--- src/rtl/control_unit.sv ---
// Instruction-sequencing FSM: fetch/decode/execute, ALU op select and datapath strobes.
// Latency: start at edge N -> FETCH1 from edge N; 3-5 cycles per instruction, outputs Moore.
// Backpressure: none; start sampled only in IDLE, ins only in DECODE, z_flag only in JMPZ.

package details;
    typedef enum logic [2:0] {
        idle_alu = 3'd0,
        clr_alu  = 3'd1,
        add_alu  = 3'd2,
        sub_alu  = 3'd3,
        mul_alu  = 3'd4,
        inc_alu  = 3'd5,
        pass_alu = 3'd6
    } alu_op_t;
endpackage

module control_unit
    import details::*;
#(
    parameter int INS_WIDTH = 8
) (
    input  logic                 clk,
    input  logic                 rst,
    input  logic                 start,
    input  logic [INS_WIDTH-1:0] ins,
    input  logic                 z_flag,
    output alu_op_t              selectOp,
    output logic                 ac_load,
    output logic                 ir_load,
    output logic                 pc_inc,
    output logic                 pc_load,
    output logic                 mem_read,
    output logic                 mem_write,
    output logic                 ready,
    output logic                 done
);

    localparam logic [INS_WIDTH-1:0] OP_CLAC  = INS_WIDTH'(8'h01);
    localparam logic [INS_WIDTH-1:0] OP_LDAC  = INS_WIDTH'(8'h02);
    localparam logic [INS_WIDTH-1:0] OP_STAC  = INS_WIDTH'(8'h03);
    localparam logic [INS_WIDTH-1:0] OP_ADD   = INS_WIDTH'(8'h04);
    localparam logic [INS_WIDTH-1:0] OP_SUB   = INS_WIDTH'(8'h05);
    localparam logic [INS_WIDTH-1:0] OP_MUL   = INS_WIDTH'(8'h06);
    localparam logic [INS_WIDTH-1:0] OP_INCAC = INS_WIDTH'(8'h07);
    localparam logic [INS_WIDTH-1:0] OP_JUMP  = INS_WIDTH'(8'h08);
    localparam logic [INS_WIDTH-1:0] OP_JMPZ  = INS_WIDTH'(8'h09);
    localparam logic [INS_WIDTH-1:0] OP_ENDOP = INS_WIDTH'(8'hFF);

    typedef enum logic [3:0] {
        S_IDLE, S_FETCH1, S_FETCH2, S_DECODE, S_EXEC,
        S_LOAD1, S_LOAD2, S_STORE, S_JUMP, S_JMPZ, S_DONE
    } state_t;

    state_t               state_q, state_d;
    logic [INS_WIDTH-1:0] op_q, op_d;

    // State and latched-opcode registers; reset aborts any instruction in flight.
    always_ff @(posedge clk) begin
        if (rst) begin
            state_q <= S_IDLE;
            op_q    <= '0;
        end else begin
            state_q <= state_d;
            op_q    <= op_d;
        end
    end

    // Next-state selection and Moore output decode from the registered state.
    always_comb begin
        state_d   = state_q;
        op_d      = op_q;
        selectOp  = idle_alu;
        ac_load   = 1'b0;
        ir_load   = 1'b0;
        pc_inc    = 1'b0;
        pc_load   = 1'b0;
        mem_read  = 1'b0;
        mem_write = 1'b0;
        ready     = 1'b0;
        done      = 1'b0;

        case (state_q)
            S_IDLE: begin
                ready = 1'b1;
                if (start) state_d = S_FETCH1;
            end
            S_FETCH1: begin
                mem_read = 1'b1;
                state_d  = S_FETCH2;
            end
            S_FETCH2: begin
                ir_load = 1'b1;
                pc_inc  = 1'b1;
                state_d = S_DECODE;
            end
            S_DECODE: begin
                // EXEC works from this captured copy, so ins may move on afterwards.
                op_d = ins;
                case (ins)
                    OP_CLAC, OP_ADD, OP_SUB, OP_MUL, OP_INCAC: state_d = S_EXEC;
                    OP_LDAC:  state_d = S_LOAD1;
                    OP_STAC:  state_d = S_STORE;
                    OP_JUMP:  state_d = S_JUMP;
                    OP_JMPZ:  state_d = S_JMPZ;
                    OP_ENDOP: state_d = S_DONE;
                    default:  state_d = S_FETCH1;
                endcase
            end
            S_EXEC: begin
                ac_load = 1'b1;
                state_d = S_FETCH1;
                case (op_q)
                    OP_CLAC:  selectOp = clr_alu;
                    OP_ADD:   selectOp = add_alu;
                    OP_SUB:   selectOp = sub_alu;
                    OP_MUL:   selectOp = mul_alu;
                    OP_INCAC: selectOp = inc_alu;
                    default:  selectOp = idle_alu;
                endcase
            end
            S_LOAD1: begin
                mem_read = 1'b1;
                pc_inc   = 1'b1;
                state_d  = S_LOAD2;
            end
            S_LOAD2: begin
                selectOp = pass_alu;
                ac_load  = 1'b1;
                state_d  = S_FETCH1;
            end
            S_STORE: begin
                mem_write = 1'b1;
                state_d   = S_FETCH1;
            end
            S_JUMP: begin
                pc_load = 1'b1;
                state_d = S_FETCH1;
            end
            S_JMPZ: begin
                // Not taken still has to step over the operand word.
                pc_load = z_flag;
                pc_inc  = ~z_flag;
                state_d = S_FETCH1;
            end
            S_DONE: begin
                done    = 1'b1;
                state_d = S_IDLE;
            end
            default: state_d = S_IDLE;
        endcase
    end

endmodule

--- config.mk ---
export PLATFORM = sky130hd
export DESIGN_NAME = control_unit
export DESIGN_NICKNAME = d
export VERILOG_FILES = /design/src/rtl/control_unit.sv
export SDC_FILE = /design/constraint.sdc
export NUM_CORES = 1
export LEC_CHECK = 0
export ABC_AREA = 1
export CAP_MARGIN = 10
export CORE_MARGIN = 1
export CORE_UTILIZATION = 40
export CTS_CLUSTER_DIAMETER = 50
export CTS_CLUSTER_SIZE = 40
export DETAILED_ROUTE_END_ITERATION = 10
export PLACE_DENSITY = 0.68
export SYNTH_ARGS = -nofsm -noshare
export SYNTH_HDL_FRONTEND = slang
export SYNTH_SLANG_ARGS = --single-unit
export TNS_END_PERCENT = 100
--- constraint.sdc ---
create_clock -name clk -period 1.6 [get_ports clk]
set_input_delay 0.4 -clock clk [delete_from_list [all_inputs] [get_ports clk]]
set_output_delay 0.4 -clock clk [all_outputs]
set_load 0.02 [all_outputs]
==> results of run 1 <==
==> through the flow <==
step	setup WS [ns]	hold WS [ns]	setup TNS [ns]	util, %	std cells
2_1_floorplan	0.0997	0.462	0	-	113
3_3_place_gp	-0.498	0.525	-2.67	69.7	178
3_5_place_dp	-0.513	0.534	-2.83	69.7	178
4_1_cts	-0.119	0.557	-0.431	70.7	182
5_1_grt	-0.173	0.603	-0.893	75.5	184
6_report	-0.100	0.560	-0.383	75.5	184
==> cell usage after synthesis <==
| cell type | instances | share of area, % |
|---|---|---|
| nand2_1 | 26 | 14 |
| nand2_4 | 1 | 1.6 |
| nor2_1 | 14 | 7.3 |
| nand3_1 | 4 | 2.8 |
| buf_6 | 1 | 1.6 |
| nand3_2 | 1 | 1.4 |
| inv_2 | 1 | 0.52 |
| nor3_2 | 1 | 1.4 |
| a21oi_2 | 2 | 2.4 |
| a21oi_1 | 11 | 7.6 |
| o21ai_1 | 1 | 0.69 |
| nor3_1 | 5 | 3.5 |
| o21ai_0 | 11 | 7.6 |
| nand4_1 | 4 | 3.5 |
| nand2_2 | 1 | 0.87 |
| inv_1 | 15 | 7.8 |
| dfxtp_1 | 12 | 33 |
| nor2_4 | 1 | 1.6 |
| o221ai_1 | 1 | 1.2 |
==> logic make-up (layout without fill, tap and decap cells) <==
kind of cell	after synthesis	in the layout	share of synthesized area [%]
AO/OA/AOI/OAI	26	26	19.6
AND/OR/NAND/NOR	58	58	37.3
flip-flops	12	12	33.3
buffers and inverters	17	64	9.88
==> final cells by class <==
| type | count | area (um^2) |
|---|---|---|
| clock buffers | 4 | 36.3 |
| fillers | 119 | 390 |
| inverters | 16 | 62.6 |
| multi-input cells | 84 | 463 |
| flip-flops and latches | 12 | 250 |
| well taps | 24 | 30.0 |
| repair buffers | 44 | 362 |
==> routing by layer <==
metal | vias up | track usage (%) | part of all wire, %
met3 | 4 | 3.67 | 3.9
met4 | 0 | 9.09 | 1.5
met2 | 26 | 38.5 | 45
li1 | 468 | - | -
met1 | 410 | 31.9 | 49
met5 | - | 0 | 0
==> sequential cells by signal (all words and copies together), names as in the netlist <==
signal,count
state_q,4
op_q,8
==> worst max-delay path: stages (launching register included) <==
cell	delay (ns)
dfxtp_2	0.33
inv_2	0.07
nand2_2	0.07
nor3_2	0.19
nand2_1	0.10
o21ai_1	0.12
buf_4	0.15
==> power by group <==
part           switching [mW]  leakage [nW]  internal [mW]  total, mW
Combinational           0.131         0.440          0.125      0.255
Sequential             0.0128        0.0998          0.314      0.327
Clock                   0.106        0.0210          0.138      0.244
Total                   0.249         0.560          0.577      0.826
==> worst paths after layout <==
check                           depth (start not counted)           to       start
worst max-delay path                                    6  selectOp[2]  state_q[0]
worst max register to register                          7   state_q[2]  state_q[2]
worst min-delay path                                    2      op_q[2]     op_q[2]
worst min register to register                          2      op_q[2]     op_q[2]
==> what timing repair did <==
action / in CTS / in global routing
gates resized for setup: 61 / 23
buffers inserted: 0 / 2
hold endpoints to repair: 0 / 0
pin swaps: 1 / 8
setup endpoints to repair: 11 / 9
==> reports/qor.yml, run 1 <==
mostFrequentLayoutCells: "buf_4, nand2_1, inv_1"
drc_errors: 0
dp_hpwl_um: 1540
violations: "setup timing"
viasPerCell: 4.93
status: "finished, violations left"
cts_hold_buf: 0
netlist_instances: 113
grt_antenna_before_repair: 0
grt_pass1_vias: 842
numPortBuffers: 22
drive_gt1_share_pct: 39.4
worstPathRequired_ns: 1.20
endpoint_kind: "output port"
yosys_register_bits: 12
max_slew.worst_pin.slew_ns: 0.358
path_clk_slew_ns: 0.08
timing.fmax_mhz: 588
insertion_delay_ns: 0.27
syn_area_um2: 722
critPathKind: "reg -> out"
fp.dieH_um: 44.5
fin_crit_sh_pct: 106
yosysSeqAreaShare_pct: 33.3
total_power_mw: 0.826
slew_headroom_pct: 76.1
hp-class: "reg -> reg"
hold_viol: 0
areaGrowthSynthToFinish_pct: 66.7
start_util_pct: 45.3
yosys_warnings: 0
rsz0062_at_grt: "yes"
routed_wirelength_um: 2030
setup_slack_ns: -0.100
synth.avg_cell_area_um2: 6.39
synth.distinct_cells: 19
skew_ns: 0.00276
grt_usage_pct: 23.9
numCtsBuffers: 3
diodes: 0
die_area_mm2: 0.00198
ant_nets: 0
cap_violations: 0
ioPinCount: 23
htreeDepth: 1
routedWlPerCell_um: 11.0
nNetsFinal: 173
gp_congestion: 0.779
ir_worst_vdd_uv: 612
period_needed_ns: 1.70
core_area_mm2: 0.00159
ff2ff_setup_slack_ns: 0.16
maxSlewViolCount: 0
final_common_cell: "buf_4"
cts_tree: "yes"
post_dp_cell_area_mm2: 0.00111
numClockSinks: 12
synth_fp_nets: 125
crit_path_start_kind: "flip-flop"
grt_max_degree: 19
chipWidth_um: 44.5
clockBufferDepth: 2
dr.pass1.iters: 4
grt_pass1_wl_um: 3460
worstPathArrival_ns: 1.30
cts-root-buf: "clkbuf_4"
grt_overflow_total: 0
rows: 14
setup_violations: 5
final_area_mm2: 0.00120
cp_max_fo: 3
p_leak_nw: 0.560
drtIter0Drc: 24
vias: 908
powerDensity_mw_per_mm2: 687
Power figures use the tool's default switching activity.
==> run 2, diff against run 1 <==
PLACE_DENSITY = unset   (was 0.68)
PLACE_DENSITY_LB_ADDON = 0.25   (was unset)
clock period = 1.9 ns   (was 1.6 ns; I/O delays follow)
==> run 2 against run 1 <==
The flow now finishes without violations. Via count decreased by 3.4%. Sequential power shrank 15%. Highest routed layer unchanged. Routed wire length is 4.2% lower. Sequential share of layout area rose by 1.9 points. Critical endpoint is now pc_load. Cell area fell by 10%. Register-to-register slack improved by 0.30 ns. Clock-buffer cell count unchanged.
==> reports/qor.yml, run 2 (same netlist as run 1, synthesis figures left out) <==
status: "finished, final reports clean"  # was finished, violations left
switching_share_pct: 30.8  # was 30.2%
min_from: "op_q[1]"  # was op_q[2]
gp_congestion: 0.823  # was 0.779
crit_slowest_cell: "clkdlybuf4s50_1"  # was dfxtp_2
start_util_pct: 45.3  # unchanged
drtIter0Drc: 36  # was 24
dp_cells: 170  # was 178
path_clk_slew_ns: 0.08  # about the same
maxSlewViolCount: 0  # unchanged
worstPathRequired_ns: 1.42  # was 1.20 ns
vias: 877  # was 908
ant_nets: 0  # unchanged
grt_usage_pct: 22.5  # was 23.9%
max_slew.worst_pin.slew_ns: 0.359  # was 0.358 ns
grt_max_degree: 19  # unchanged
rows: 14  # unchanged
largest_registers: "op_q: 8 flops, state_q: 4 flops"  # unchanged
routedWlPerCell_um: 11.2  # was 11.0 um
total_power_mw: 0.678  # was 0.826 mW
grt_antenna_before_repair: 0  # unchanged
core_area_mm2: 0.00159  # unchanged
ioPinCount: 23  # unchanged
r2r_start: "state_q[2]"  # unchanged
post-route-util_pct: 67.9  # was 75.5%
clockBufferDepth: 2  # unchanged
holdPathEnd: "op_q[1]"  # was op_q[2]
p_int_mw: 0.469  # was 0.577 mW
p_clk_share_pct: 31.3  # was 29.5%
nNetsFinal: 163  # was 173
chipWidth_um: 44.5  # unchanged
hp-class: "reg -> reg"  # unchanged
drive_gt1_share_pct: 26.7  # was 39.4%
largest_reg_flops: 8  # unchanged
setup_slack_ns: 0.0347  # was -0.100 ns
diodes: 0  # unchanged
insertion_delay_ns: 0.28  # was 0.27 ns
cap_violations: 0  # unchanged
cp_cell_sequence: "clkdlybuf4s50_1, o21ai_0, nor3_1, buf_2"  # was inv_2, nand2_2, nor3_2, nand2_1, o21ai_1, buf_4
cts_hold_buf: 0  # unchanged
endpoint_kind: "output port"  # unchanged
numClockSinks: 12  # unchanged
hold_viol: 0  # unchanged
grt_overflow_total: 0  # unchanged
slew_headroom_pct: 76.0  # was 76.1%
viasPerCell: 5.04  # was 4.93
seqPwrFrac_pct: 41.1  # was 39.6%
critPathKind: "in -> out"  # was reg -> out
cts_tree: "yes"  # unchanged
die_area_mm2: 0.00198  # unchanged
routed_wirelength_um: 1940  # was 2030 um
multi_input_comb_area_um2: 438  # was 463 um^2
numCtsBuffers: 3  # unchanged
r2r_cells: 7  # unchanged
period_needed_ns: 1.87
mostFrequentLayoutCells: "nand2_1, nor2_1, buf_4"  # was buf_4, nand2_1, inv_1
powerDensity_mw_per_mm2: 626  # was 687 mW/mm^2
areaGrowthSynthToFinish_pct: 49.9  # was 66.7%
cpPeakStageDelay_ns: 0.48  # was 0.33 ns
holdWs_ns: 0.560  # about the same
regMostFlops: "op_q"  # unchanged
hold_depth: 2  # unchanged
fin_crit_sh_pct: 98.2
p_sw_mw: 0.209  # was 0.249 mW
cts-root-buf: "clkbuf_4"  # unchanged
dr.pass1.iters: 4  # unchanged
fillers: 139  # was 119
cp_top_family: "buffers and inverters"  # was simple AND/OR/NAND/NOR gates
htreeDepth: 1  # unchanged
p_leak_nw: 0.504  # was 0.560 nW
crit_path_start_kind: "primary input"  # was flip-flop
timing.fmax_mhz: 536
ff_latch_area_um2: 245  # was 250 um^2
final_common_cell: "nand2_1"  # was buf_4
worstPathArrival_ns: 1.39  # was 1.30 ns
setup_violations: 0  # was 5
cp_max_fo: 2  # was 3
numPortBuffers: 22  # unchanged
final_cells: 174  # was 184
ir_worst_vdd_uv: 388  # was 612 uV
dp_slack_ns: -0.404  # was -0.513 ns
skew_ns: 0.00208  # was 0.00276 ns
ff2ff_setup_slack_ns: 0.46  # was 0.16 ns
worst-path-buf-inv: 2  # unchanged
drc_errors: 0  # unchanged
grt_pass1_vias: 772  # was 842
fp.dieH_um: 44.5  # unchanged
grt_pass1_wl_um: 3150  # was 3460 um
regToRegEndpoint: "state_q[2]"  # unchanged
dp_hpwl_um: 1470  # was 1540 um
combPwrFrac_pct: 27.6  # was 30.9%
[run 2: changes by cell type in the layout (fill, tap and decap cells not counted), sizes merged]
cell and change:
clkdlybuf4s50 +1, buf -15, dlygate4sd2 +1, clkdlybuf4s15 +1, clkbuf +2
[run 2: repair_timing]
item | CTS | global route
resized for setup | 31 | 22
pin swaps | 0 | 4
buffers inserted | 0 | 0
hold endpoints to repair | 0 | 0
endpoints found under the setup margin | 11 | 9
[run 2: area by class of cell]
cell class / instances / area share [%]
clock buffer: 4 / 3.35
inverter: 16 / 5.78
multi-input combinational: 84 / 40.5
sequential: 12 / 22.7
tap: 24 / 2.77
timing repair buffer: 34 / 25.0
[run 2: routing by layer]
metal	global-route usage [%]	part of all wire (%)	routed length, um
met1	28.1	46	893
met2	34.7	46	889
met3	4.90	5.3	104
met4	14.5	2.9	56
met5	0	0	0
[run 2: power groups by stage]
stage               Sequential (mW)  Clock, mW  Combinational [mW]
floorplan                     0.282          0              0.0862
global placement              0.280          0               0.179
finish                        0.279      0.212               0.187
global route                  0.280      0.223               0.205
CTS                           0.275      0.210               0.177
detailed placement            0.280          0               0.182
[run 2: worst min-delay path: cells and delay by family (launching register included)]
kind,cells,cell delay (ns)
AO/OA/AOI/OAI,1,0.14
flip-flops,1,0.34
AND/OR/NAND/NOR,1,0.05
[run 2: worst max-delay path by stage]
stage | cells past startpoint | startpoint | endpoint | slack (ns)
6_report | 4 | z_flag | pc_load | 0.03
5_1_grt | 7 | state_q[1] | pc_inc | -0.02
2_1_floorplan | 5 | state_q[3] | selectOp[1] | 0.18
3_3_place_gp | 4 | z_flag | pc_load | -0.35
4_1_cts | 5 | state_q[0] | ready | 0.006
3_5_place_dp | 4 | z_flag | pc_load | -0.40
[run 2: through the flow]
step           setup TNS (ns)  cell area [um^2]
2_1_floorplan               0               722
3_3_place_gp           -0.984              1050
3_5_place_dp            -1.09              1050
4_1_cts                     0              1070
5_1_grt               -0.0319              1080
6_report                    0              1080
==> run 3, diff against run 2 <==
SLEW_MARGIN = 0   (was unset)
==> results of run 3 <==
The final DEF is identical to that of run 2; final timing and power are the same.
